### config.mk
export PLATFORM = sky130hd
export DESIGN_NAME = pll_reconfig_sequencer
export DESIGN_NICKNAME = d
export VERILOG_FILES = /design/src/rtl/pll_reconfig_sequencer.sv
export SDC_FILE = /design/constraint.sdc
export NUM_CORES = 1
export LEC_CHECK = 0
export ABC_AREA = 1
export BUFFER_PORTS_ARGS = -buffer_cell sky130_fd_sc_hd__buf_2
export CORE_ASPECT_RATIO = 1.25
export CORE_MARGIN = 3
export CORE_UTILIZATION = 28
export DETAILED_ROUTE_END_ITERATION = 10
export GPL_TIMING_DRIVEN = 0
export PLACE_DENSITY = 0.6
export SLEW_MARGIN = 20
export SYNTH_ARGS = -nofsm -noshare
export SYNTH_HDL_FRONTEND = slang
export SYNTH_SLANG_ARGS = --single-unit
### constraint.sdc
create_clock -name clock -period 2.05 [get_ports clock]
set_input_delay 0.41 -clock clock [delete_from_list [all_inputs] [get_ports clock]]
set_output_delay 0.41 -clock clock [all_outputs]
set_load 0.02 [all_outputs]
### src/rtl/pll_reconfig_sequencer.sv
// Arbitrates two requesters onto the altpll_reconfig port and rewrites the PLL N/M counters.
// Optional lock watchdog: define PLL_LOCK_TIMEOUT_EN (limit set by LOCK_TIMEOUT).
module pll_reconfig_sequencer #(
   parameter int LOCK_TIMEOUT = 65535
) (
   input  logic        clock,
   input  logic        reset,
   input  logic [1:0]  req,
   input  logic [31:0] req_data,
   output logic [1:0]  ack,
   output logic [1:0]  err,
   output logic [1:0]  grant,
   output logic        seq_busy,
   output logic [3:0]  counter_type,
   output logic [2:0]  counter_param,
   output logic [8:0]  data_in,
   output logic        write_param,
   output logic        reconfig,
   input  logic        rcfg_busy,
   input  logic        locked
);

   typedef enum logic [3:0] {
      IDLE, ARB, CHECK, WRITE, WAIT_W, RECONF, WAIT_R, WAIT_LOCK, DONE, FAIL
   } state_t;

   state_t      state_q, state_d;
   logic [15:0] word_q, word_d;
   logic [2:0]  idx_q, idx_d;
   logic        blank_q, blank_d;
   logic        gsel_q, gsel_d;
   logic        last_q, last_d;
   logic [1:0]  grant_q, grant_d;
   logic [1:0]  ack_q, ack_d;
   logic [1:0]  err_q, err_d;
   logic        seq_busy_q, seq_busy_d;
   logic        write_param_q, write_param_d;
   logic        reconfig_q, reconfig_d;
   logic [3:0]  ctype_q, ctype_d;
   logic [2:0]  cparam_q, cparam_d;
   logic [8:0]  data_q, data_d;
   logic        winner;
   logic [7:0]  factor;

`ifdef PLL_LOCK_TIMEOUT_EN
   localparam logic [16:0] LOCK_LIMIT = 17'(LOCK_TIMEOUT);
   logic [15:0] lock_cnt_q, lock_cnt_d;
`endif

   // Counter value for one parameter slot: 0 high, 1 low, 2 bypass, 3 odd.
   function automatic logic [8:0] param_value(input logic [7:0] f, input logic [1:0] slot);
      logic [8:0] v;
      v = '0;
      case (slot)
         2'd0:    v = ({1'b0, f} + 9'd1) >> 1;
         2'd1:    v = (f == 8'd1) ? 9'd1 : {2'b00, f[7:1]};
         2'd2:    v = {8'd0, (f == 8'd1)};
         default: v = {8'd0, f[0]};
      endcase
      return v;
   endfunction

   // NOTE: every variable gets a default at the top of the block, so no path can
   // leave one unassigned and infer a latch.
   always_comb begin
      state_d       = state_q;
      word_d        = word_q;
      idx_d         = idx_q;
      blank_d       = 1'b0;
      gsel_d        = gsel_q;
      last_d        = last_q;
      grant_d       = grant_q;
      seq_busy_d    = seq_busy_q;
      ctype_d       = ctype_q;
      cparam_d      = cparam_q;
      data_d        = data_q;
      write_param_d = 1'b0;
      reconfig_d    = 1'b0;
      ack_d         = 2'b00;
      err_d         = 2'b00;
      winner        = (req == 2'b11) ? ~last_q : req[1];
`ifdef PLL_LOCK_TIMEOUT_EN
      lock_cnt_d    = lock_cnt_q;
`endif

      case (state_q)
         IDLE: begin
            if (req != 2'b00) state_d = ARB;
         end
         ARB: begin
            if (req == 2'b00) begin
               state_d = IDLE;
            end else begin
               gsel_d     = winner;
               word_d     = winner ? req_data[31:16] : req_data[15:0];
               grant_d    = winner ? 2'b10 : 2'b01;
               seq_busy_d = 1'b1;
               state_d    = CHECK;
            end
         end
         CHECK: begin
            if (word_q[15:8] == 8'd0 || word_q[7:0] == 8'd0) begin
               state_d = FAIL;
            end else begin
               idx_d   = 3'd0;
               state_d = WRITE;
            end
         end
         WRITE: begin
            blank_d = 1'b1;
            state_d = WAIT_W;
         end
         WAIT_W: begin
            // The reconfig block raises busy one cycle after the strobe, so the
            // first cycle here is blind.
            if (!blank_q && !rcfg_busy) begin
               if (idx_q == 3'd7) begin
                  state_d = RECONF;
               end else begin
                  idx_d   = idx_q + 3'd1;
                  state_d = WRITE;
               end
            end
         end
         RECONF: begin
            blank_d = 1'b1;
            state_d = WAIT_R;
         end
         WAIT_R: begin
            if (!blank_q && !rcfg_busy) begin
               state_d = WAIT_LOCK;
`ifdef PLL_LOCK_TIMEOUT_EN
               lock_cnt_d = 16'd0;
`endif
            end
         end
         WAIT_LOCK: begin
            if (locked) begin
               state_d = DONE;
`ifdef PLL_LOCK_TIMEOUT_EN
            end else if ({1'b0, lock_cnt_q} + 17'd1 == LOCK_LIMIT) begin
               state_d = FAIL;
            end else begin
               lock_cnt_d = lock_cnt_q + 16'd1;
`endif
            end
         end
         DONE, FAIL: begin
            grant_d    = 2'b00;
            seq_busy_d = 1'b0;
            last_d     = gsel_q;
            state_d    = IDLE;
         end
         default: state_d = IDLE;
      endcase

      // Strobes are registered off the next state so they coincide with it.
      factor        = idx_d[2] ? word_q[15:8] : word_q[7:0];
      write_param_d = (state_d == WRITE);
      reconfig_d    = (state_d == RECONF);
      if (state_d == WRITE) begin
         ctype_d  = {3'b000, idx_d[2]};
         cparam_d = {idx_d[1], 1'b0, idx_d[0]};
         data_d   = param_value(factor, idx_d[1:0]);
      end
      if (state_d == DONE) ack_d = gsel_q ? 2'b10 : 2'b01;
      if (state_d == FAIL) err_d = gsel_q ? 2'b10 : 2'b01;
   end

   // NOTE: state registers take non-blocking assignments only, so every flop
   // samples the pre-edge value of its neighbours.
   always_ff @(posedge clock) begin
      if (reset) begin
         state_q       <= IDLE;
         word_q        <= '0;
         idx_q         <= '0;
         blank_q       <= 1'b0;
         gsel_q        <= 1'b0;
         last_q        <= 1'b1;
         grant_q       <= 2'b00;
         ack_q         <= 2'b00;
         err_q         <= 2'b00;
         seq_busy_q    <= 1'b0;
         write_param_q <= 1'b0;
         reconfig_q    <= 1'b0;
         ctype_q       <= '0;
         cparam_q      <= '0;
         data_q        <= '0;
`ifdef PLL_LOCK_TIMEOUT_EN
         lock_cnt_q    <= '0;
`endif
      end else begin
         state_q       <= state_d;
         word_q        <= word_d;
         idx_q         <= idx_d;
         blank_q       <= blank_d;
         gsel_q        <= gsel_d;
         last_q        <= last_d;
         grant_q       <= grant_d;
         ack_q         <= ack_d;
         err_q         <= err_d;
         seq_busy_q    <= seq_busy_d;
         write_param_q <= write_param_d;
         reconfig_q    <= reconfig_d;
         ctype_q       <= ctype_d;
         cparam_q      <= cparam_d;
         data_q        <= data_d;
`ifdef PLL_LOCK_TIMEOUT_EN
         lock_cnt_q    <= lock_cnt_d;
`endif
      end
   end

   assign ack           = ack_q;
   assign err           = err_q;
   assign grant         = grant_q;
   assign seq_busy      = seq_busy_q;
   assign counter_type  = ctype_q;
   assign counter_param = cparam_q;
   assign data_in       = data_q;
   assign write_param   = write_param_q;
   assign reconfig      = reconfig_q;

endmodule

==> results_tabular.tex, run 1 <==
\begin{tabular}{lr}
\hline
Metric & Value \\
\hline
\multicolumn{2}{l}{\textbf{Outcome}} \\
\quad Status & complete, no violations \\
\multicolumn{2}{l}{\textbf{Worst setup path}} \\
\quad Maximum fanout count along the critical path & 8 \\
\quad Worst Setup Start Kind & flop \\
\quad Setup crit end kind & flop \\
\quad Worst R2R End & data\_in[5] \\
\quad Classification of the worst setup path & flop to flop \\
\quad Arrival time at the worst endpoint & $\sim$2200 ps \\
\quad Worst reg2reg path depth & 15 \\
\quad R2R Setup Slk & $\sim$42 ps \\
\quad Data required time of the critical path & between 2000 and 2500 ps \\
\quad Startpoint of the worst-slack reg-to-reg timing path & state\_q[1] \\
\multicolumn{2}{l}{\textbf{Timing}} \\
\quad Final slew viol count & 0 \\
\quad Least-Margin Pin Slew & between 500 and 600 ps \\
\quad Hold violation total from the final report & 0 \\
\quad Clock skew & just under 8 ps \\
\quad Post-route fraction of the period consumed by the critical path & 0.9795 \\
\quad Setup\_tns & 0 ps \\
\quad Post-layout min period & 2008 ps \\
\quad Count of final setup violators & 0 \\
\quad Setup repair after global routing missed its margin & true \\
\quad Max Clock Freq & between 0.4 and 0.5 GHz \\
\quad Relative slew slack & 0.6012 \\
\multicolumn{2}{l}{\textbf{CTS}} \\
\quad Source-to-sink clock delay at the later pin of the worst-skew pair & a little over 300 ps \\
\quad Cell chosen for the clock root & sky130\_fd\_sc\_hd\_\_clkbuf\_8 \\
\quad TritonCTS clock tree & built \\
\quad CTS Hold Bufs & 0 \\
\quad Clock-pin slew on the worst setup and hold paths & 90 ps \\
\quad Number of clock buffers inserted by TritonCTS & 5 \\
\quad Number of buffers between clock root and the deepest sink & 2 \\
\quad H-tree levels & 2 \\
\quad TritonCTS sink count & 46 \\
\multicolumn{2}{l}{\textbf{Placed design}} \\
\quad Routability congestion estimate from global placement & approximately 0.82 \\
\quad Port buffer count & 56 \\
\quad Inst Count DP & between 500 and 600 \\
\quad DP HPWL & approximately 4.6 mm \\
\multicolumn{2}{l}{\textbf{Global routing}} \\
\quad Global routing usage summed across all routing layers & 0.1243 \\
\quad Wire length of the first global-routing pass & 9.653 mm \\
\quad Vias in the first global route & $\sim$2200 \\
\quad Initial antenna violation count & 0 \\
\quad Pin count of the biggest net entering global routing & 16 \\
\quad Total congestion overflow & 0 \\
\multicolumn{2}{l}{\textbf{Pwr}} \\
\quad Worst supply voltage drop on vdd & $\sim$270 uV \\
\quad Leak & around 1.5 nW \\
\quad Power density of the placed cells & slightly above 800 nW/um\^{}2 \\
\multicolumn{2}{l}{\textbf{Final layout}} \\
\quad Final layout net count & roughly 470 \\
\quad Total inserted antenna cells & 0 \\
\quad Filler Cell Count & a little over 900 \\
\quad Multi-input logic area & between 1000 and 1500 um\^{}2 \\
\quad Area occupied by registers & between 900 and 1000 um\^{}2 \\
\quad Final cell count without fillers & 524 \\
\quad Fraction of final layout cells with drive strength greater than 1 & 0.3044 \\
\quad Post-layout util & 0.3752 \\
\quad Area growth from synthesis to layout & 29.48\% \\
\multicolumn{2}{l}{\textbf{Floorplan}} \\
\quad Die height & 109.8 um \\
\quad Horizontal die dimension & between 80 and 90 um \\
\quad Core area & between 8000 and 9000 um\^{}2 \\
\quad Die Area & just under 10000 um\^{}2 \\
\quad Floorplan row count & 37 \\
\quad IO Pins & 63 \\
\quad Initial Util & 0.2898 \\
\multicolumn{2}{l}{\textbf{Yosys}} \\
\quad Combinational family with the most area after synthesis & simple AND/OR/NAND/NOR gates \\
\quad Number of flip-flops and latches in the synthesized netlist & 46 \\
\quad Number of standard cells after synthesis & between 300 and 400 \\
\quad Area share of xor/xnor cells in the synthesized design & 0.003627 \\
\quad Compound-Gate Fraction of Synth Area & 0.1477 \\
\quad Number of synthesized flops with an enable pin & 0 \\
\quad Post-Syn Area per Cell & between 6 and 7 um\^{}2 \\
\quad Number of warnings printed during yosys synthesis & 0 \\
\quad Simple-gate area share of the yosys netlist & 0.3425 \\
\quad Post-synth cell types & 31 \\
\quad Netlist Area Pre-Place & about 2400 um\^{}2 \\
\quad Share of synthesized area spent on multiplexers & 0 \\
\quad Ys async rst share & 0 \\
\quad Portion of the post-synthesis area used by sequential elements & 0.3813 \\
\quad Dominant synthesized flop cell & sky130\_fd\_sc\_hd\_\_dfxtp\_1 \\
\quad Area share of fa/ha/maj cells after synthesis & 0.01554 \\
\multicolumn{2}{l}{\textbf{Route}} \\
\quad Total number of vias & between 2000 and 2500 \\
\quad Post-detailed-route DRC marker count & 0 \\
\quad Final routed wirelength across all metal layers & 5.930 mm \\
\quad Drt first-iter violations & roughly 110 \\
\quad Number of routed nets with antenna violations & 0 \\
\quad Average routed wire per standard cell & between 10 and 15 um \\
\quad Via/cell ratio & 4.546 \\
\quad Number of detailed-route iterations in the first pass & 4 \\
\multicolumn{2}{l}{\textbf{Worst hold path}} \\
\quad Startpoint of the lowest-slack hold path & req\_data[24] \\
\quad Class of the tightest hold or removal check & input pin to flop \\
\quad Worst hold path stage count & 3 \\
\quad Hold worst-path end & word\_q[8] \\
\multicolumn{2}{l}{\textbf{Run}} \\
\quad Maximum Capacitance Violations & 0 \\
\hline
\end{tabular}
==> worst max path at each step <==
stage,startpoint,end,slack [ps]
after floorplan,state_q[1],data_in[5],140
after global placement,rcfg_busy,data_in[5],-140
after detailed placement,rcfg_busy,data_in[5],-180
after CTS,state_q[2],data_in[5],6
after global routing,state_q[1],data_in[5],-90
final,state_q[1],data_in[5],40
==> Yosys cell counts, types with 2 or more instances <==
cell	instances	area share
sky130_fd_sc_hd__inv_2	5	0.0078
sky130_fd_sc_hd__nor2_2	2	0.0052
sky130_fd_sc_hd__nor3_1	6	0.012
sky130_fd_sc_hd__o21ai_0	24	0.050
sky130_fd_sc_hd__nand2_1	93	0.14
sky130_fd_sc_hd__nand2_2	6	0.016
sky130_fd_sc_hd__a21oi_1	13	0.027
sky130_fd_sc_hd__o21ai_2	2	0.0073
sky130_fd_sc_hd__buf_4	5	0.016
sky130_fd_sc_hd__ha_1	3	0.016
sky130_fd_sc_hd__nand2_4	7	0.033
sky130_fd_sc_hd__a21oi_2	3	0.011
sky130_fd_sc_hd__nand3_1	22	0.046
sky130_fd_sc_hd__nand3_4	2	0.015
sky130_fd_sc_hd__a31oi_1	16	0.041
sky130_fd_sc_hd__nor2_1	30	0.047
sky130_fd_sc_hd__nor2_4	2	0.0093
sky130_fd_sc_hd__clkbuf_1	10	0.016
sky130_fd_sc_hd__inv_1	39	0.061
sky130_fd_sc_hd__dfxtp_1	46	0.38
==> power breakdown <==
group	internal [W]	switching, W
registers	0.00101	0.0000811
logic	0.000300	0.000508
clock network	0.000366	0.000326
total	0.00167	0.000915
==> final cells by class <==
cell class / instances / share of cell area
Multi-Input combinational cell: 245 / 0.4222
Sequential cell: 46 / 0.2981
Timing Repair Buffer: 68 / 0.1184
Inverter: 44 / 0.05602
Tap cell: 97 / 0.03882
Buffer: 16 / 0.03041
Clock buffer: 5 / 0.02201
Clock inverter: 3 / 0.01401
==> cells by family (layout without fill, tap and decap cells) <==
group	count (synthesis)	after routing
flip-flops	46	46
AND/OR/NAND/NOR	174	174
other	1	5
buffers and inverters	60	136
AO/OA/AOI/OAI	62	62
adder cells (fa/ha/maj)	3	3
XOR/XNOR	1	1
==> critical path, cell delays in order, from the launching register on <==
cell and delay, ps:
sky130_fd_sc_hd__dfxtp_4 400, sky130_fd_sc_hd__inv_6 50, sky130_fd_sc_hd__nor3_4 230, sky130_fd_sc_hd__nand3_4 120, sky130_fd_sc_hd__nand2_4 110, sky130_fd_sc_hd__buf_12 130
sky130_fd_sc_hd__nand2_4 50, sky130_fd_sc_hd__nand2_4 90, sky130_fd_sc_hd__ha_4 150, sky130_fd_sc_hd__nand2_2 50, sky130_fd_sc_hd__nor2_1 100, sky130_fd_sc_hd__nand2_1 80
sky130_fd_sc_hd__nor2_2 130, sky130_fd_sc_hd__nor2_1 60, sky130_fd_sc_hd__nand2_1 80, sky130_fd_sc_hd__a21oi_2 50
==> metrics by stage <==
step,setup slack [ps],instance area [um^2],total power [W],hold slack (ps)
floorplan,144.8,2430,0.001630,426.1
global placement,-135.1,2831,0.001811,437.0
detailed placement,-181.8,2831,0.001823,447.3
CTS,6.219,2974,0.002529,356.0
global route,-90.72,3127,0.002768,348.2
finish,41.97,3127,0.002587,353.8
==> what timing repair did <==
action	4_1_cts	5_1_grt
setup buffers	2	10
pin swaps	2	17
endpoints found under the setup margin	3	12
gates resized for setup	3	26
==> routing by layer <==
metal / share of wire / GRT usage / routed length, um / up-vias
li1: - / - / - / 1261
met1: 0.42 / 0.1470 / 2515 / 1046
met2: 0.50 / 0.2160 / 2946 / 64
met3: 0.054 / 0.02699 / 319 / 11
met4: 0.025 / 0.04894 / 148 / 0
met5: 0 / 0 / 0 / -
==> sequential cells by signal, summed over array words and instances, names as in the netlist, 2 cells and up <==
name / flops
word_q: 16
data_in: 8
state_q: 4
idx_q: 3
ack: 2
counter_param: 2
err: 2
grant: 2
==> cell usage in the layout, fill, tap and decap left out, types with 2 or more instances in the layout <==
cell	netlist	final
sky130_fd_sc_hd__ha_1	3	2
sky130_fd_sc_hd__o21ai_2	2	3
sky130_fd_sc_hd__nor2_2	2	2
sky130_fd_sc_hd__a31oi_1	16	16
sky130_fd_sc_hd__nand2_2	6	4
sky130_fd_sc_hd__inv_1	39	38
sky130_fd_sc_hd__dfxtp_2	0	6
sky130_fd_sc_hd__a21oi_2	3	3
sky130_fd_sc_hd__dfxtp_1	46	39
sky130_fd_sc_hd__nor2_4	2	3
sky130_fd_sc_hd__inv_6	0	2
sky130_fd_sc_hd__inv_2	5	3
sky130_fd_sc_hd__clkbuf_8	0	5
sky130_fd_sc_hd__nand3_2	1	3
sky130_fd_sc_hd__nand3_4	2	2
sky130_fd_sc_hd__o21ai_0	24	24
sky130_fd_sc_hd__conb_1	1	5
sky130_fd_sc_hd__nand3_1	22	20
sky130_fd_sc_hd__buf_4	5	17
sky130_fd_sc_hd__nor2_1	30	29
sky130_fd_sc_hd__nor3_1	6	5
sky130_fd_sc_hd__inv_4	0	2
sky130_fd_sc_hd__clkbuf_1	10	10
sky130_fd_sc_hd__nand2_1	93	90
sky130_fd_sc_hd__nand2_4	7	12
sky130_fd_sc_hd__a21oi_1	13	13
sky130_fd_sc_hd__buf_2	0	56
No activity file was read; power rests on OpenSTA's default activity.
==> inputs of run 2 (changes only) <==
==> constraint.sdc (replaced) <==
create_clock -name clock -period 1.8 [get_ports clock]
set_input_delay 0.36 -clock clock [delete_from_list [all_inputs] [get_ports clock]]
set_output_delay 0.36 -clock clock [all_outputs]
set_load 0.02 [all_outputs]
==> run 2 against run 1 <==
The flow now finishes with violations (setup timing). Clock skew hardly changed. Clock power is 2.9% higher. First-iteration DRC count shrank 13%. Core utilization is 1.9 points higher. Clock-buffer cell count up 2. Via count up 0.67%. Final area rose by 5.2%. Combinational power grew 27%. Cell count grew 1.7%. Sequential cell count stayed put. Critical path depth unchanged. Die area unchanged. Critical path type unchanged. Critical endpoint is now data_in[7]. Largest cell class unchanged. Highest routed layer unchanged.
==> results_tabular.tex, run 2 (synthesized netlist as in run 1, its figures left out) <==
\begin{tabular}{lr}
\hline
Metric & Value \\
\hline
\multicolumn{2}{l}{\textbf{Outcome}} \\
\quad Status & finished, violations left \\
\quad Violations in the final reports & setup timing \\
\multicolumn{2}{l}{\textbf{CTS}} \\
\quad Number of clock buffers inserted by TritonCTS & 5 (unchanged) \\
\quad Clock-pin slew on the worst setup and hold paths & 90 ps (about the same) \\
\quad Number of buffers between clock root and the deepest sink & 2 (unchanged) \\
\quad TritonCTS sink count & 46 (unchanged) \\
\quad TritonCTS clock tree & built \\
\quad Cell chosen for the clock root & sky130\_fd\_sc\_hd\_\_clkbuf\_8 \\
\quad CTS Hold Bufs & 0 (unchanged) \\
\quad H-tree levels & 2 (unchanged) \\
\quad Source-to-sink clock delay at the later pin of the worst-skew pair & 300 ps (about the same) \\
\multicolumn{2}{l}{\textbf{Timing}} \\
\quad Least-Margin Pin Slew & 563.0 ps (-35.19 ps) \\
\quad Hold violation total from the final report & 0 (unchanged) \\
\quad Post-route fraction of the period consumed by the critical path & 1.054 (+0.07457) \\
\quad Setup\_tns & -360.3 ps (-360.3 ps) \\
\quad Relative slew slack & 0.6247 (+0.02346) \\
\quad Count of final setup violators & 6 (+6) \\
\quad Setup repair after global routing missed its margin & true \\
\quad Post-layout min period & 1897 ps (-110.7 ps) \\
\quad Max Clock Freq & 0.5270 GHz (+5.8\%) \\
\quad Clock skew & 8.122 ps (+0.2257 ps) \\
\quad Least setup slack across all paths after layout & -97.37 ps (-139.3 ps) \\
\quad Final slew viol count & 0 (unchanged) \\
\multicolumn{2}{l}{\textbf{Route}} \\
\quad Via/cell ratio & 4.499 (-1.0\%) \\
\quad Total number of vias & 2398 (+0.67\%) \\
\quad Final routed wirelength across all metal layers & 6.140 mm (+3.5\%) \\
\quad Number of detailed-route iterations in the first pass & 5 (+1) \\
\quad Post-detailed-route DRC marker count & 0 (unchanged) \\
\quad Number of routed nets with antenna violations & 0 (unchanged) \\
\quad Drt first-iter violations & 91 (-13\%) \\
\quad Average routed wire per standard cell & 11.52 um (+1.8\%) \\
\multicolumn{2}{l}{\textbf{Placed design}} \\
\quad Port buffer count & 56 (unchanged) \\
\quad Post-Place Cell Area & 2858 um\^{}2 (+0.93\%) \\
\quad Inst Count DP & 504 (unchanged) \\
\quad Routability congestion estimate from global placement & 0.8279 (+0.50\%) \\
\quad DP HPWL & 4.694 mm (+2.3\%) \\
\multicolumn{2}{l}{\textbf{Global routing}} \\
\quad Pin count of the biggest net entering global routing & 15 (-1) \\
\quad Vias in the first global route & 2287 (+4.5\%) \\
\quad Global routing usage summed across all routing layers & 0.1311 (+0.006724) \\
\quad Initial antenna violation count & 0 (unchanged) \\
\quad Total congestion overflow & 0 (unchanged) \\
\quad Wire length of the first global-routing pass & 10.27 mm (+6.4\%) \\
\multicolumn{2}{l}{\textbf{Final layout}} \\
\quad Leading cell type in the layout, fill and taps excluded & sky130\_fd\_sc\_hd\_\_nand2\_1 \\
\quad Fraction of final layout cells with drive strength greater than 1 & 0.3761 (+0.07170) \\
\quad Area of all placed cells without fillers & 3288 um\^{}2 (+5.2\%) \\
\quad Total inserted antenna cells & 0 (unchanged) \\
\quad Final cell count without fillers & 533 (+1.7\%) \\
\quad Final layout net count & 476 (+1.9\%) \\
\quad Commonest cells after routing, fill and taps aside & sky130\_fd\_sc\_hd\_\_nand2\_1, sky130\_fd\_sc\_hd\_\_buf\_2, sky130\_fd\_sc\_hd\_\_dfxtp\_1, sky130\_fd\_sc\_hd\_\_inv\_1 \\
\quad Max reg flops & 16 (unchanged) \\
\quad Area growth from synthesis to layout & 36.17\% \\
\quad Reg with most FFs & word\_q \\
\multicolumn{2}{l}{\textbf{Pwr}} \\
\quad Worst supply voltage drop on vdd & 449.7 uV (+68\%) \\
\quad Power density of the placed cells & 907.2 nW/um\^{}2 (+9.6\%) \\
\quad Leak & 1.526 nW (+5.0\%) \\
\multicolumn{2}{l}{\textbf{Worst setup path}} \\
\quad Worst Setup Start Kind & flop \\
\quad Cell-by-cell listing of the critical path & inv\_2, nand2\_4, nor3\_4, nand3\_4, nand2\_4, buf\_12, nand2\_4, nand2\_4, ha\_4, nand2\_2, nor2\_1, nand2\_1, nor2\_2, nand3\_1, a21oi\_1 \\
\quad Cell class contributing the biggest share of worst-path delay & simple AND/OR/NAND/NOR gates \\
\quad Maximum fanout count along the critical path & 5 (-3) \\
\quad Cell at the slowest stage of the critical path & sky130\_fd\_sc\_hd\_\_dfxtp\_2 \\
\quad Classification of the worst setup path & flop to flop \\
\quad Arrival time at the worst endpoint & 2130 ps (-60 ps) \\
\quad Setup crit end kind & flop \\
\quad Data required time of the critical path & 2040 ps (-190 ps) \\
\quad Buffers \& Inverters on Critical Path & 2 (unchanged) \\
\quad Maximum cell stage delay along the critical path & 360 ps (-40 ps) \\
\quad Most repeated library cell on the critical path & sky130\_fd\_sc\_hd\_\_nand2\_4 \\
\multicolumn{2}{l}{\textbf{Floorplan}} \\
\quad Core area & 8333 um\^{}2 (unchanged) \\
\quad Floorplan row count & 37 (unchanged) \\
\quad Die height & 109.8 um (unchanged) \\
\quad Die Area & 9782 um\^{}2 (unchanged) \\
\quad Horizontal die dimension & 89.07 um (unchanged) \\
\quad Initial Util & 0.2898 (unchanged) \\
\quad IO Pins & 63 (unchanged) \\
\multicolumn{2}{l}{\textbf{Run}} \\
\quad Maximum Capacitance Violations & 0 (unchanged) \\
\multicolumn{2}{l}{\textbf{Worst hold path}} \\
\quad Class of the tightest hold or removal check & input pin to flop \\
\hline
\end{tabular}
[run 2: final cells by class]
| type | instances | area [um^2] |
|---|---|---|
| clock buffer | 7 | 96.34 |
| clock inverter | 1 | 8.758 |
| timing repair buffer | 77 | 466.7 |
| inverter | 44 | 175.2 |
| tap | 97 | 121.4 |
| buffer | 16 | 98.84 |
| sequential | 46 | 935.9 |
| multi-input combinational | 245 | 1385 |
| fill | 896 | 5045 |
[run 2: final timing paths]
check,cells past startpoint,slack [ps],start,to
worst max-delay path,15,-100,state_q[2],data_in[7]
worst min-delay path,3,310,req_data[16],word_q[0]
worst max register to register,15,-100,state_q[2],data_in[7]
worst min register to register,2,450,seq_busy,seq_busy
[run 2: timing repair]
action / in CTS / in global routing
resized for setup: 33 / 23
setup buffers: 19 / 1
gates cloned: 1 / 0
pin swaps: 16 / 7
setup endpoints to repair: 16 / 27
[run 2: metrics by stage]
stage,setup WS (ps),hold WS [ps],power (W),utilization
detailed placement,-306.8,440.5,0.002091,0.3429
CTS,-93.92,306.7,0.002941,0.3878
global route,-215.9,316.6,0.003179,0.3946
global placement,-278.7,437.1,0.002087,0.3429
floorplan,-62.64,426.1,0.001868,-
finish,-97.37,312.0,0.002983,0.3946
[run 2: worst reg2reg max path, delay by kind of cell, from the launching register on]
family	cells	cell delay (ps)
buffers and inverters	2	190
AOI/OAI and AO/OA	1	140
and+or+nand+nor	11	1020
adders and majority gates	1	140
DFF	1	360
[run 2: power breakdown]
group	internal, W	switching [W]
combinational	0.000396	0.000633
clock	0.000352	0.000359
sequential	0.00115	0.0000927
[run 2: layer usage]
layer / global-route usage / vias up / wire [um]
met5: 0 / - / 0
met4: 0.04255 / 0 / 57
met3: 0.02024 / 4 / 255
met2: 0.2410 / 53 / 3248
met1: 0.1525 / 1060 / 2579
li1: - / 1281 / -
==> inputs of run 3 (changes only) <==
--- a/config.mk
+++ b/config.mk
@@ -10,6 +10,7 @@
 export CORE_ASPECT_RATIO = 1.25
 export CORE_MARGIN = 3
 export CORE_UTILIZATION = 28
+export CTS_CLUSTER_DIAMETER = 40
 export DETAILED_ROUTE_END_ITERATION = 10
 export GPL_TIMING_DRIVEN = 0
 export PLACE_DENSITY = 0.6
@@ -17,3 +18,4 @@
 export SYNTH_ARGS = -nofsm -noshare
 export SYNTH_HDL_FRONTEND = slang
 export SYNTH_SLANG_ARGS = --single-unit
+export TNS_END_PERCENT = 10
==> run 3 against run 2 <==
The flow still finishes with violations (setup timing). Clock-buffer cell count decreased by 2. Via count is 1.5% lower. Highest routed layer unchanged. Critical path depth grew 1. Final area down 5.0%. Critical path type unchanged.
==> results_tabular.tex, run 3 (synthesized netlist as in run 1, its figures left out) <==
\begin{tabular}{lr}
\hline
Metric & Value \\
\hline
\multicolumn{2}{l}{\textbf{Run}} \\
\quad Maximum Capacitance Violations & 0 (unchanged) \\
\multicolumn{2}{l}{\textbf{Worst setup path}} \\
\quad Worst R2R End & data\_in[5] \\
\quad Critical Path Source & word\_q[8] \\
\quad Cell at the slowest stage of the critical path & sky130\_fd\_sc\_hd\_\_dfxtp\_1 \\
\quad Buffers \& Inverters on Critical Path & 1 (-1) \\
\quad Classification of the worst setup path & flop to flop \\
\quad Worst reg2reg path depth & 16 (+1) \\
\quad R2R Setup Slk & -140 ps (-40 ps) \\
\quad Startpoint of the worst-slack reg-to-reg timing path & word\_q[8] \\
\quad Stages on worst setup path & 16 (+1) \\
\quad Cell-by-cell listing of the critical path & nor2\_1, and2\_0, nand2\_1, nand3\_4, nand2\_4, buf\_12, nand2\_4, nand2\_4, ha\_4, nand2\_2, nor2\_1, nand2\_1, nor2\_2, nor2\_1, nand2\_1, a21oi\_2 \\
\quad Cell class contributing the biggest share of worst-path delay & simple AND/OR/NAND/NOR gates \\
\quad Arrival time at the worst endpoint & 2120 ps (about the same) \\
\quad Maximum cell stage delay along the critical path & 380 ps (+20 ps) \\
\quad Setup crit end kind & flop \\
\quad Endpoint of the most critical setup path & data\_in[5] \\
\quad Worst Setup Start Kind & flop \\
\quad Data required time of the critical path & 1980 ps (-60 ps) \\
\quad Maximum fanout count along the critical path & 8 (+3) \\
\multicolumn{2}{l}{\textbf{Final layout}} \\
\quad Final cell count without fillers & 527 (-1.1\%) \\
\quad Filler Cell Count & 919 (+2.6\%) \\
\quad Multi-input logic area & 1313 um\^{}2 (-5.2\%) \\
\quad Area of all placed cells without fillers & 3123 um\^{}2 (-5.0\%) \\
\quad Reg with most FFs & word\_q \\
\quad Area occupied by registers & 929.6 um\^{}2 (-0.67\%) \\
\quad Commonest cells after routing, fill and taps aside & sky130\_fd\_sc\_hd\_\_nand2\_1, sky130\_fd\_sc\_hd\_\_buf\_2, sky130\_fd\_sc\_hd\_\_dfxtp\_1, sky130\_fd\_sc\_hd\_\_inv\_1, sky130\_fd\_sc\_hd\_\_nor2\_1 \\
\quad Max reg flops & 16 (unchanged) \\
\quad Post-layout util & 0.3748 (-0.01982) \\
\quad Leading cell type in the layout, fill and taps excluded & sky130\_fd\_sc\_hd\_\_nand2\_1 \\
\quad Area growth from synthesis to layout & 29.33\% \\
\quad Total inserted antenna cells & 0 (unchanged) \\
\quad Fraction of final layout cells with drive strength greater than 1 & 0.3116 (-0.06452) \\
\quad Final layout net count & 470 (-1.3\%) \\
\multicolumn{2}{l}{\textbf{Global routing}} \\
\quad Pin count of the biggest net entering global routing & 17 (+2) \\
\quad Wire length of the first global-routing pass & 9.894 mm (-3.7\%) \\
\quad Initial antenna violation count & 0 (unchanged) \\
\quad Total congestion overflow & 0 (unchanged) \\
\quad Global routing usage summed across all routing layers & 0.1267 (-0.004348) \\
\quad Vias in the first global route & 2262 (-1.1\%) \\
\multicolumn{2}{l}{\textbf{Timing}} \\
\quad Setup repair after global routing missed its margin & true \\
\quad Post-route fraction of the period consumed by the critical path & 1.076 (+0.02148) \\
\quad Count of final setup violators & 8 (+2) \\
\quad Hold violation total from the final report & 0 (unchanged) \\
\quad Post-layout min period & 1936 ps (+38.66 ps) \\
\quad Final slew viol count & 0 (unchanged) \\
\quad Relative slew slack & 0.6382 (+0.01356) \\
\quad Least setup slack across all paths after layout & -136.0 ps (-38.66 ps) \\
\quad Clock skew & 9.368 ps (+1.247 ps) \\
\quad Max Clock Freq & 0.5165 GHz (-2.0\%) \\
\quad Least-Margin Pin Slew & 542.6 ps (-20.35 ps) \\
\multicolumn{2}{l}{\textbf{Pwr}} \\
\quad Clk network pwr share & 0.233 (-0.005) \\
\quad Worst supply voltage drop on vdd & 338.7 uV (-25\%) \\
\quad Share of power burned in combinational logic & 0.334 (-0.011) \\
\quad Leak & 1.458 nW (-4.4\%) \\
\quad Sequential Power Share & 0.432 (+0.015) \\
\quad Net switching power of the design & 0.001059 W (-2.3\%) \\
\quad Internal portion of total power & 0.001780 W (-6.2\%) \\
\quad Power density of the placed cells & 909.3 nW/um\^{}2 (+0.23\%) \\
\quad Switching Fraction & 0.3730 (+0.009393) \\
\multicolumn{2}{l}{\textbf{Floorplan}} \\
\quad Floorplan row count & 37 (unchanged) \\
\quad Core area & 8333 um\^{}2 (unchanged) \\
\quad Die height & 109.8 um (unchanged) \\
\quad Die Area & 9782 um\^{}2 (unchanged) \\
\quad Horizontal die dimension & 89.07 um (unchanged) \\
\quad IO Pins & 63 (unchanged) \\
\quad Initial Util & 0.2898 (unchanged) \\
\multicolumn{2}{l}{\textbf{Placed design}} \\
\quad Routability congestion estimate from global placement & 0.8587 (+3.7\%) \\
\quad Inst Count DP & 504 (unchanged) \\
\quad Post-Place Setup Slack & -308.3 ps (-1.451 ps) \\
\quad Port buffer count & 56 (unchanged) \\
\quad Post-Place Cell Area & 2846 um\^{}2 (-0.39\%) \\
\quad DP HPWL & 4.610 mm (-1.8\%) \\
\multicolumn{2}{l}{\textbf{Route}} \\
\quad Final routed wirelength across all metal layers & 5.951 mm (-3.1\%) \\
\quad Via/cell ratio & 4.482 (-0.38\%) \\
\quad Drt first-iter violations & 130 (+43\%) \\
\quad Average routed wire per standard cell & 11.29 um (-2.0\%) \\
\quad Total number of vias & 2362 (-1.5\%) \\
\quad Post-detailed-route DRC marker count & 0 (unchanged) \\
\quad Number of detailed-route iterations in the first pass & 6 (+1) \\
\quad Number of routed nets with antenna violations & 0 (unchanged) \\
\multicolumn{2}{l}{\textbf{CTS}} \\
\quad CTS Hold Bufs & 0 (unchanged) \\
\quad Source-to-sink clock delay at the later pin of the worst-skew pair & 300 ps (about the same) \\
\quad TritonCTS clock tree & built \\
\quad TritonCTS sink count & 46 (unchanged) \\
\quad Number of clock buffers inserted by TritonCTS & 5 (unchanged) \\
\quad H-tree levels & 2 (unchanged) \\
\quad Clock-pin slew on the worst setup and hold paths & 100 ps (about the same) \\
\quad Cell chosen for the clock root & sky130\_fd\_sc\_hd\_\_clkbuf\_8 \\
\quad Number of buffers between clock root and the deepest sink & 2 (unchanged) \\
\multicolumn{2}{l}{\textbf{Outcome}} \\
\quad Status & finished, violations left \\
\quad Violations in the final reports & setup timing \\
\multicolumn{2}{l}{\textbf{Worst hold path}} \\
\quad Worst hold path stage count & 3 (unchanged) \\
\quad Class of the tightest hold or removal check & input pin to flop \\
\hline
\end{tabular}
run 3: cell count changes in the layout (fill, tap and decap cells not counted), moves of 5 or more:
cell,previous run,this run
sky130_fd_sc_hd__dfxtp_2,9,4
sky130_fd_sc_hd__nand2_1,84,89
sky130_fd_sc_hd__buf_4,24,19
sky130_fd_sc_hd__inv_1,33,38
sky130_fd_sc_hd__dfxtp_1,36,41
run 3: per-stage QoR:
step	hold slack (ps)	TNS [ps]	power, W
2_1_floorplan	426.1	-115.6	0.001861
3_3_place_gp	437.4	-1586	0.002072
3_5_place_dp	442.2	-1783	0.002077
4_1_cts	313.7	-645.7	0.002839
5_1_grt	319.0	-2114	0.003012
6_report	313.1	-660.3	0.002840
run 3: per-layer routing:
layer  vias up  GRT usage  share of wire
li1       1264          -              -
met1      1049     0.1396           0.43
met2        42     0.2394           0.52
met3         7    0.02099          0.036
met4         0    0.04468          0.016
met5         -          0              0
run 3: area by class of cell:
class,count,area share
Buffer,16,0.03205
Inverter,44,0.05449
Clock buffer,5,0.02204
Tap cell,97,0.03886
Multi-Input combinational cell,245,0.4203
Sequential cell,46,0.2977
Timing Repair Buffer,71,0.1270
Clock inverter,3,0.007612
run 3: worst min path at each step:
stage | from | endpoint | slack [ps]
2_1_floorplan | gsel_q | err[0] | 430
3_3_place_gp | seq_busy | seq_busy | 440
3_5_place_dp | seq_busy | seq_busy | 440
4_1_cts | req_data[3] | word_q[3] | 310
5_1_grt | req_data[25] | word_q[9] | 320
6_report | req_data[25] | word_q[9] | 310
run 3: worst min-delay path: stages:
cell and delay (ps):
sky130_fd_sc_hd__buf_2 100, sky130_fd_sc_hd__nand2_1 60, sky130_fd_sc_hd__a31oi_1 70
run 3: power by group through the flow:
stage / sequential, W / clock [W] / combinational, W
final: 0.00123 / 0.000663 / 0.000949
after global routing: 0.00124 / 0.000700 / 0.00107
after floorplan: 0.00126 / 0 / 0.000603
after global placement: 0.00124 / 0 / 0.000829
after CTS: 0.00123 / 0.000677 / 0.000936
after detailed placement: 0.00124 / 0 / 0.000833
run 3: repair_timing:
item | CTS | global route
setup buffers | 15 | 0
setup endpoints to repair | 20 | 23
resized for setup | 20 | 9
pin swaps | 15 | 1
